`src/rtl/img_ram_arb.sv`:
```
// Arbiter for the single-port image RAM (UART writer > inference reader > display
// reader), plus the IDLE -> GO -> INFER sequencer for each inference run.
module img_ram_arb #(
   parameter int          RAM_DEPTH = 784,
   parameter int          AW        = 10,
   parameter int          DW        = 8,
   parameter int          RD_LAT    = 1,
   parameter logic [23:0] TIMEOUT   = 24'd983040
) (
   input  logic          clk,
   input  logic          rst,
   input  logic          wr_en,
   input  logic [AW-1:0] wr_addr,
   input  logic [DW-1:0] wr_data,
   input  logic          frame_start,
   input  logic          inf_req,
   input  logic [AW-1:0] inf_addr,
   output logic          inf_gnt,
   output logic          inf_rvalid,
   input  logic          disp_req,
   input  logic [AW-1:0] disp_addr,
   output logic          disp_gnt,
   output logic          disp_rvalid,
   output logic [DW-1:0] rdata,
   output logic          ram_en,
   output logic          ram_we,
   output logic [AW-1:0] ram_addr,
   output logic [DW-1:0] ram_wdata,
   input  logic [DW-1:0] ram_rdata,
   output logic          infer_go,
   input  logic          infer_done,
   output logic          infer_busy,
   output logic [2:0]    err_flags
);

   typedef enum logic [1:0] {IDLE, GO, INFER} state_t;

   // Owner of a read in flight; oor reads return zero instead of RAM data.
   typedef struct packed {
      logic inf;
      logic disp;
      logic oor;
   } tag_t;

   localparam logic [AW:0] DEPTH = (AW+1)'(RAM_DEPTH);

   state_t      state_q, state_d;
   logic        pending_q, pending_d;
   logic [23:0] cnt_q, cnt_d;
   logic [2:0]  err_q, err_d;
   tag_t        tag_q [RD_LAT];
   tag_t        tag_d [RD_LAT];

   logic          timeout_ev;
   logic          wr_act;
   logic          wr_oor;
   logic          rd_oor;
   logic [AW-1:0] rd_addr;
   logic [2:0]    err_set;
   tag_t          push;
   tag_t          tail;

   // NOTE: every signal written in an always_comb gets a default first, so no
   // path through the block leaves it unassigned and no latch is inferred.
   always_comb begin
      state_d    = state_q;
      pending_d  = pending_q;
      cnt_d      = '0;
      timeout_ev = 1'b0;
      unique case (state_q)
         IDLE: begin
            if (frame_start) state_d = GO;
         end
         GO: begin
            state_d = INFER;
            if (frame_start) pending_d = 1'b1;
         end
         INFER: begin
            cnt_d = cnt_q + 24'd1;
            if (frame_start) pending_d = 1'b1;
            if (infer_done) begin
               if (pending_q || frame_start) begin
                  state_d   = GO;
                  pending_d = 1'b0;
               end else begin
                  state_d = IDLE;
               end
            end else if (cnt_q == TIMEOUT - 24'd1) begin
               state_d    = IDLE;
               pending_d  = 1'b0;
               timeout_ev = 1'b1;
            end
         end
         default: state_d = IDLE;
      endcase
   end

   // Grants are gated by rst so nothing enters the read pipeline during reset.
   always_comb begin
      wr_act    = wr_en && !rst;
      wr_oor    = {1'b0, wr_addr} >= DEPTH;
      inf_gnt   = !rst && !wr_en && inf_req && (state_q == INFER);
      disp_gnt  = !rst && !wr_en && disp_req && !inf_gnt;
      rd_addr   = inf_gnt ? inf_addr : disp_addr;
      rd_oor    = 1'b0;
      ram_en    = 1'b0;
      ram_we    = 1'b0;
      ram_addr  = '0;
      ram_wdata = '0;
      push      = '0;
      if (wr_act) begin
         ram_en    = !wr_oor;
         ram_we    = !wr_oor;
         ram_addr  = wr_addr;
         ram_wdata = wr_data;
      end else if (inf_gnt || disp_gnt) begin
         rd_oor    = {1'b0, rd_addr} >= DEPTH;
         ram_en    = !rd_oor;
         ram_addr  = rd_addr;
         push.inf  = inf_gnt;
         push.disp = disp_gnt;
         push.oor  = rd_oor;
      end
   end

   always_comb begin
      tag_d[0] = push;
      for (int i = 1; i < RD_LAT; i++) tag_d[i] = tag_q[i-1];
   end

   always_comb begin
      err_set[0] = wr_act && (state_q != IDLE);
      err_set[1] = (wr_act && wr_oor) || rd_oor;
      err_set[2] = timeout_ev;
      err_d      = frame_start ? 3'b000 : (err_q | err_set);
   end

   // NOTE: non-blocking assignments in clocked blocks so every flop samples
   // the pre-edge values of the others, independent of statement order.
   always_ff @(posedge clk) begin
      if (rst) begin
         state_q   <= IDLE;
         pending_q <= 1'b0;
         cnt_q     <= '0;
         err_q     <= '0;
         // NOTE: unlike a data RAM, this tag pipeline must be reset: a stale
         // tag would raise an rvalid for a read that was never granted.
         tag_q     <= '{default: '0};
      end else begin
         state_q   <= state_d;
         pending_q <= pending_d;
         cnt_q     <= cnt_d;
         err_q     <= err_d;
         tag_q     <= tag_d;
      end
   end

   assign tail        = tag_q[RD_LAT-1];
   assign inf_rvalid  = tail.inf;
   assign disp_rvalid = tail.disp;
   assign rdata       = ((tail.inf || tail.disp) && !tail.oor) ? ram_rdata : '0;
   assign infer_go    = (state_q == GO);
   assign infer_busy  = (state_q != IDLE);
   assign err_flags   = err_q;

endmodule
```
`config.mk`:
```
export PLATFORM = sky130hd
export DESIGN_NAME = img_ram_arb
export DESIGN_NICKNAME = d
export VERILOG_FILES = /design/src/rtl/img_ram_arb.sv
export SDC_FILE = /design/constraint.sdc
export NUM_CORES = 1
export LEC_CHECK = 0
export CORE_MARGIN = 2
export CORE_UTILIZATION = 37
export DETAILED_ROUTE_END_ITERATION = 7
export GPL_ROUTABILITY_DRIVEN = 0
export GPL_TIMING_DRIVEN = 0
export PLACE_DENSITY = 0.77
export SLEW_MARGIN = 10
export SYNTH_ARGS = -nofsm -noshare
export SYNTH_HDL_FRONTEND = slang
export SYNTH_SLANG_ARGS = --single-unit
```
`constraint.sdc`:
```
create_clock -name clk -period 2 [get_ports clk]
set_clock_uncertainty 0.2 [all_clocks]
set_input_delay 0.4 -clock clk [delete_from_list [all_inputs] [get_ports clk]]
set_output_delay 0.4 -clock clk [all_outputs]
set_load 0.1 [all_outputs]
```
==> results of run 1 <==
cell type report:
type / instances / area (um2)
fill: 377 / 1380
multi-input combinational: 170 / 1340
timing repair buffer: 99 / 1100
sequential: 33 / 692
tap: 67 / 83.8
clock buffer: 8 / 80.1
buffer: 7 / 72.6
inverter: 16 / 63.8
repair_timing:
item / in CTS / in global routing
buffers inserted: 7 / 2
gates resized for setup: 290 / 24
hold endpoints to repair: 0 / 0
gates cloned: 1 / 0
endpoints found under the setup margin: 56 / 48
pin swaps: 10 / 6
hold buffers: 0 / 0
per-layer routing:
metal	global-route usage, %	up-vias	part of all wire, %	wire length [um]
met1	25.2	982	41	2550
met5	0	-	0	0
met3	5.42	12	5.6	350
met4	7.80	0	2.3	145
met2	36.3	72	52	3240
li1	-	1041	-	-
logic make-up after synthesis:
family,Yosys count,synth area share [%]
flip-flops,33,35.1
AND/OR/NAND/NOR,110,33.3
AO/OA/AOI/OAI,41,16.5
multiplexers,3,1.59
adder cells (fa/ha/maj),5,3.32
buffers and inverters,25,5.12
XOR/XNOR,11,5.12
sequential cells by signal (all words and copies together), names as in the netlist:
name and cells:
tag_q 1, inf_rvalid 1, pending_q 1, err_flags 3
state_q 2, disp_rvalid 1, cnt_q 24
critical path, cell delays in order, from the launching register on:
cell,delay [ns]
dfxtp_2,0.33
inv_2,0.07
ha_4,0.14
nand2_4,0.06
and3_4,0.18
buf_4,0.14
a222oi_1,0.39
inv_2,0.07
buf_6,0.19
final timing paths:
| kind | depth (start not counted) | start | slack (ns) | endpoint |
|---|---|---|---|---|
| max reg2reg | 5 | cnt_q[16]$_SDFF_PP0_ | 0.06 | state_q[0]$_SDFFE_PP0P_ |
| min | 2 | wr_en | 0.20 | inf_rvalid$_SDFF_PP0_ |
| max | 8 | state_q[0]$_SDFFE_PP0P_ | -0.44 | ram_addr[5] |
| min reg2reg | 1 | cnt_q[0]$_SDFF_PP0_ | 0.26 | cnt_q[0]$_SDFF_PP0_ |
cells in the mapped netlist (6+ instances only):
library cell / count / area share [%]
nor2_1: 22 / 4.4
nor2b_1: 6 / 2.0
inv_1: 16 / 3.2
nor4_1: 7 / 2.3
nand2b_1: 6 / 2.0
xnor2_1: 6 / 2.8
nand4_1: 6 / 2.0
a21oi_1: 9 / 2.4
clkbuf_1: 6 / 1.2
nand2_1: 14 / 2.8
a222oi_1: 10 / 5.3
and2_1: 18 / 6.0
dfxtp_1: 33 / 35
where the power goes:
group | internal [mW] | switching (mW) | total (mW)
registers | 0.689 | 0.0256 | 0.714
logic | 0.362 | 0.695 | 1.06
clock network | 0.247 | 0.229 | 0.476
total | 1.30 | 0.950 | 2.25
stage by stage:
stage	hold slack [ns]	setup WS (ns)	area, um2	TNS (ns)
finish	0.201	-0.442	3430	-4.83
detailed placement	0.266	-1.66	3030	-44.80
global route	0.197	-0.544	3430	-6.44
global placement	0.253	-1.64	3030	-44.26
CTS	0.278	-0.460	3350	-5.92
floorplan	0.238	-0.281	2050	-1.81
==> results.yml, run 1 <==
routing:
  via_count: 2107
  viasPerCell: 5.27
  drc_errors: 0
  first_iter_violations: 94
  drtAntennaViolNets: 0
  firstDrtPassIters: 5
  avgRoutedWirePerCell_um: 15.7
  routed_wl_um: 6290
critical_path:
  cp.required_ns: 1.40
  crit_arrival_ns: 1.84
  worstSetupPathType: "flip-flop to output pin"
  crit_fanout: 4
  end_kind: "output pin"
  startpoint_type: "flip-flop"
cts:
  clkLatencyLatePin_ns: 0.28
  cts.clk_slew.worst_paths_ns: 0.07
  root_buffer: "clkbuf_8"
  cts_buffers: 5
  cts_tree: "built"
  cts_max_level: 2
  clk_path_buf_depth: 2
  cts.sinks: 33
placement:
  hpwlAfterDp_um: 4510
  dp.cells: 384
  portBuffers: 89
layout:
  fin_nets: 390
  fin_util_pct: 71.3
  final_layout_size_suffix_gt1_share_pct: 39.3
  n_antenna_cell: 0
  final_common_cell: "clkdlybuf4s50_1"
  layout_common_cells: "clkdlybuf4s50_1, dfxtp_1, nor2_1"
  area_growth_pct: 82.3
  fin_cells: 400
sta:
  fin_ws_ns: -0.442
  max_freq_mhz: 410
  rsz0062_at_grt: "true"
  relSlewSlack_pct: 62.9
  worst_pin_slew_ns: 0.559
  final.min_clock_period_ns: 2.44
  setup_viol: 21
  fin_crit_sh_pct: 122
  final-hold-violation-count: 0
  final_max_slew_viol_count: 0
synth:
  synth_edf_count: 0
  synth_cell_type_count: 42
  ys_warn_count: 0
  synth_nets: 286
  ys_ff_latch: 33
  avgSynthCellArea_um2: 8.26
  netlist_area_um2: 1880
  synth_cells: 228
  synth_seq_area_share_pct: 35.1
  async_reset_ff_share_pct: 0
  synthFlopType: "dfxtp_1"
power_and_ir_drop:
  power_mw: 2.25
  p_per_area_nw_per_um2: 655
  ir_drop_mv: 0.531
  leakage_nw: 1.38
grt:
  grt_pass1_wl_um: 9230
  grt_pass1_vias: 2006
  grt_max_degree: 11
  track_usage_pct: 21.1
  grt-ovfl-total: 0
  antenna_found_initial: 0
floorplan:
  fp-row-count: 25
  fp.coreArea_um2: 4820
  die_x_um: 75.3
  initial_utilization_pct: 39.1
  die_area_um2: 5680
  io_pins: 90
  fp.dieH_um: 75.3
min_path:
  min_path_type: "primary input to flip-flop"
job:
  cap_violations: 0
status:
  violations: "negative setup slack"
  status: "finished with violations"
Power figures use the tool's default switching activity.
==> inputs of run 2 (changes only) <==
ABC_CLOCK_PERIOD_IN_PS = 2600   (was not set)
CORE_UTILIZATION = 41   (was 37)
PLACE_DENSITY = 0.81   (was 0.77)
clock period = 2.6 ns   (was 2 ns; I/O delays follow)
==> run 2 against run 1 <==
- critical path depth is 2 lower
- the run still ends with negative setup slack left
- global-route usage is 2.2 points higher
- critical path type is now primary input to output pin
- design area is 9.2% lower
- largest cell class unchanged
- via count is 1.9% higher
- flip-flop and latch count stayed put
- largest power group unchanged
==> results.yml, run 2 (same netlist as run 1, synthesis figures left out) <==
status:
  status: "finished with violations"
  violations: "negative setup slack"
critical_path:
  crit_fanout: 2
  cpPeakStageDelay_ns: 0.51
  critical_path.cell_chain: "clkdlybuf4s50_1, nand2_1, nor2_1, nor2b_1, or3_4, buf_12"
  rr_worst_depth: 5
  crit_arrival_ns: 1.89
  r2r_slack_ns: 0.25
  end_kind: "output pin"
  reg2reg_to: "state_q[0]$_SDFFE_PP0P_"
  startpoint_type: "primary input"
  reg2reg_from: "cnt_q[0]$_SDFF_PP0_"
  critical-path-slowest-cell: "clkdlybuf4s50_1"
  worstSetupPathType: "primary input to output pin"
  cp.required_ns: 1.88
sta:
  setup_viol: 1
  final.min_clock_period_ns: 2.61
  fin_crit_sh_pct: 101
  fin_ws_ns: -0.0145
  totalNegativeSetupSlack_ns: -0.0145
  relSlewSlack_pct: 34.8
  rsz0062_at_grt: "true"
  final-hold-violation-count: 0
  final_max_slew_viol_count: 0
  worst_pin_slew_ns: 0.975
  max_freq_mhz: 382
routing:
  m1WireLength_um: 2370
  drc_errors: 0
  dr.max_layer_used: "met4"
  first_iter_violations: 171
  drtAntennaViolNets: 0
  wl_met2_um: 3050
  routed_wl_um: 6110
  firstDrtPassIters: 5
  met3_length_um: 532
  viasPerCell: 5.62
  via_count: 2146
  avgRoutedWirePerCell_um: 16.0
grt:
  grt-ovfl-total: 0
  grt_pass1_wl_um: 9520
  grt_pass1_vias: 2090
  track_usage_pct: 23.2
  grt_max_degree: 11
  antenna_found_initial: 0
cts:
  clkLatencyLatePin_ns: 0.29
  hold_buffers: 0
  cts_buffers: 5
  cts.sinks: 33
  clk_path_buf_depth: 2
  root_buffer: "clkbuf_8"
  cts_tree: "built"
  cts_max_level: 2
  cts.clk_slew.worst_paths_ns: 0.06
layout:
  final_common_cell: "clkdlybuf4s50_1"
  top_register: "cnt_q"
  layout_common_cells: "clkdlybuf4s50_1, dfxtp_1, nor2_1"
  fillers: 333
  fin_nets: 387
  n_antenna_cell: 0
  final_layout_size_suffix_gt1_share_pct: 30.0
  largest_reg_flops: 24
  area_growth_pct: 65.6
  fin_cells: 382
min_path:
  min-delay-start: "cnt_q[23]$_SDFF_PP0_"
  min_path_type: "flip-flop to flip-flop"
  min_to: "cnt_q[23]$_SDFF_PP0_"
  whs_path_depth: 2
floorplan:
  fp.coreArea_um2: 4380
  fp.dieH_um: 71.8
  initial_utilization_pct: 43.0
  die_x_um: 71.8
  die_area_um2: 5150
  io_pins: 90
  fp-row-count: 24
power_and_ir_drop:
  swShare_pct: 42.0
  internal_power_mw: 1.02
  seqPwrFrac_pct: 31.5
  clkPwrFrac_pct: 24.6
  p_per_area_nw_per_um2: 563
  comb_power_share_pct: 43.9
  ir_drop_mv: 0.488
  power_switching_mw: 0.736
  leakage_nw: 1.28
placement:
  dp.cells: 369
  portBuffers: 89
  hpwlAfterDp_um: 4350
  post-place-ws_ns: -1.47
job:
  cap_violations: 0
[run 2: cell count changes in the layout (fill, tap and decap cells not counted), moves of 6 or more]
cell | before | now
and2_2 | 1 | 16
and2_4 | 15 | 0
buf_12 | 14 | 4
clkdlybuf4s50_1 | 39 | 49
dfxtp_1 | 20 | 31
dfxtp_2 | 7 | 1
[run 2: final cells by class]
type                    instances  area [um2]  area share (%)
well taps                      52        65.1            2.09
repair buffers                 94         942            30.2
clock inverters                 1        5.00           0.161
plain buffers                   9        63.8            2.05
multi-input cells             170        1220            39.1
inverters                      16        60.1            1.93
flip-flops and latches         33         666            21.3
clock buffers                   7        96.3            3.09
[run 2: routing by layer]
metal	GRT usage, %	up-vias
met3	6.19	18
li1	-	1030
met4	10.3	0
met2	40.0	107
met5	0	-
met1	27.0	991
[run 2: worst max-delay path by stage]
stage               slack [ns]     endpoint                    start
floorplan                -0.15       ram_en                    wr_en
global placement         -1.46  ram_addr[5]                    wr_en
detailed placement       -1.47  ram_addr[5]                    wr_en
CTS                      0.008   infer_busy  state_q[1]$_SDFFE_PP0P_
global route             -0.05  ram_addr[1]  state_q[0]$_SDFFE_PP0P_
finish                   -0.01       ram_en              inf_addr[8]
[run 2: metrics by stage]
| step | power, mW | hold slack (ns) | util [%] | cell area, um2 |
|---|---|---|---|---|
| final | 1.75 | 0.271 | 71.1 | 3120 |
| after global routing | 1.82 | 0.299 | 71.1 | 3120 |
| after CTS | 1.73 | 0.274 | 69.1 | 3030 |
| after detailed placement | 1.28 | 0.265 | 65.9 | 2890 |
| after global placement | 1.27 | 0.251 | 65.9 | 2890 |
| after floorplan | 1.07 | 0.237 | - | 1930 |
[run 2: critical path: cells and delay by family]
| family | cells | cell delay, ns |
|---|---|---|
| buf+inv | 2 | 0.68 |
| simple gates | 4 | 0.68 |
[run 2: power by group through the flow]
stage,Sequential [mW],Clock (mW),Combinational (mW)
finish,0.552,0.432,0.770
global route,0.555,0.459,0.811
CTS,0.549,0.441,0.745
detailed placement,0.559,0,0.719
global placement,0.558,0,0.713
floorplan,0.582,0,0.484
[run 2: what timing repair did]
| action | CTS | global route |
|---|---|---|
| pin swaps | 2 | 8 |
| resized for setup | 183 | 29 |
| setup buffers | 3 | 1 |
| endpoints found under the setup margin | 32 | 14 |
| gates cloned | 1 | 0 |
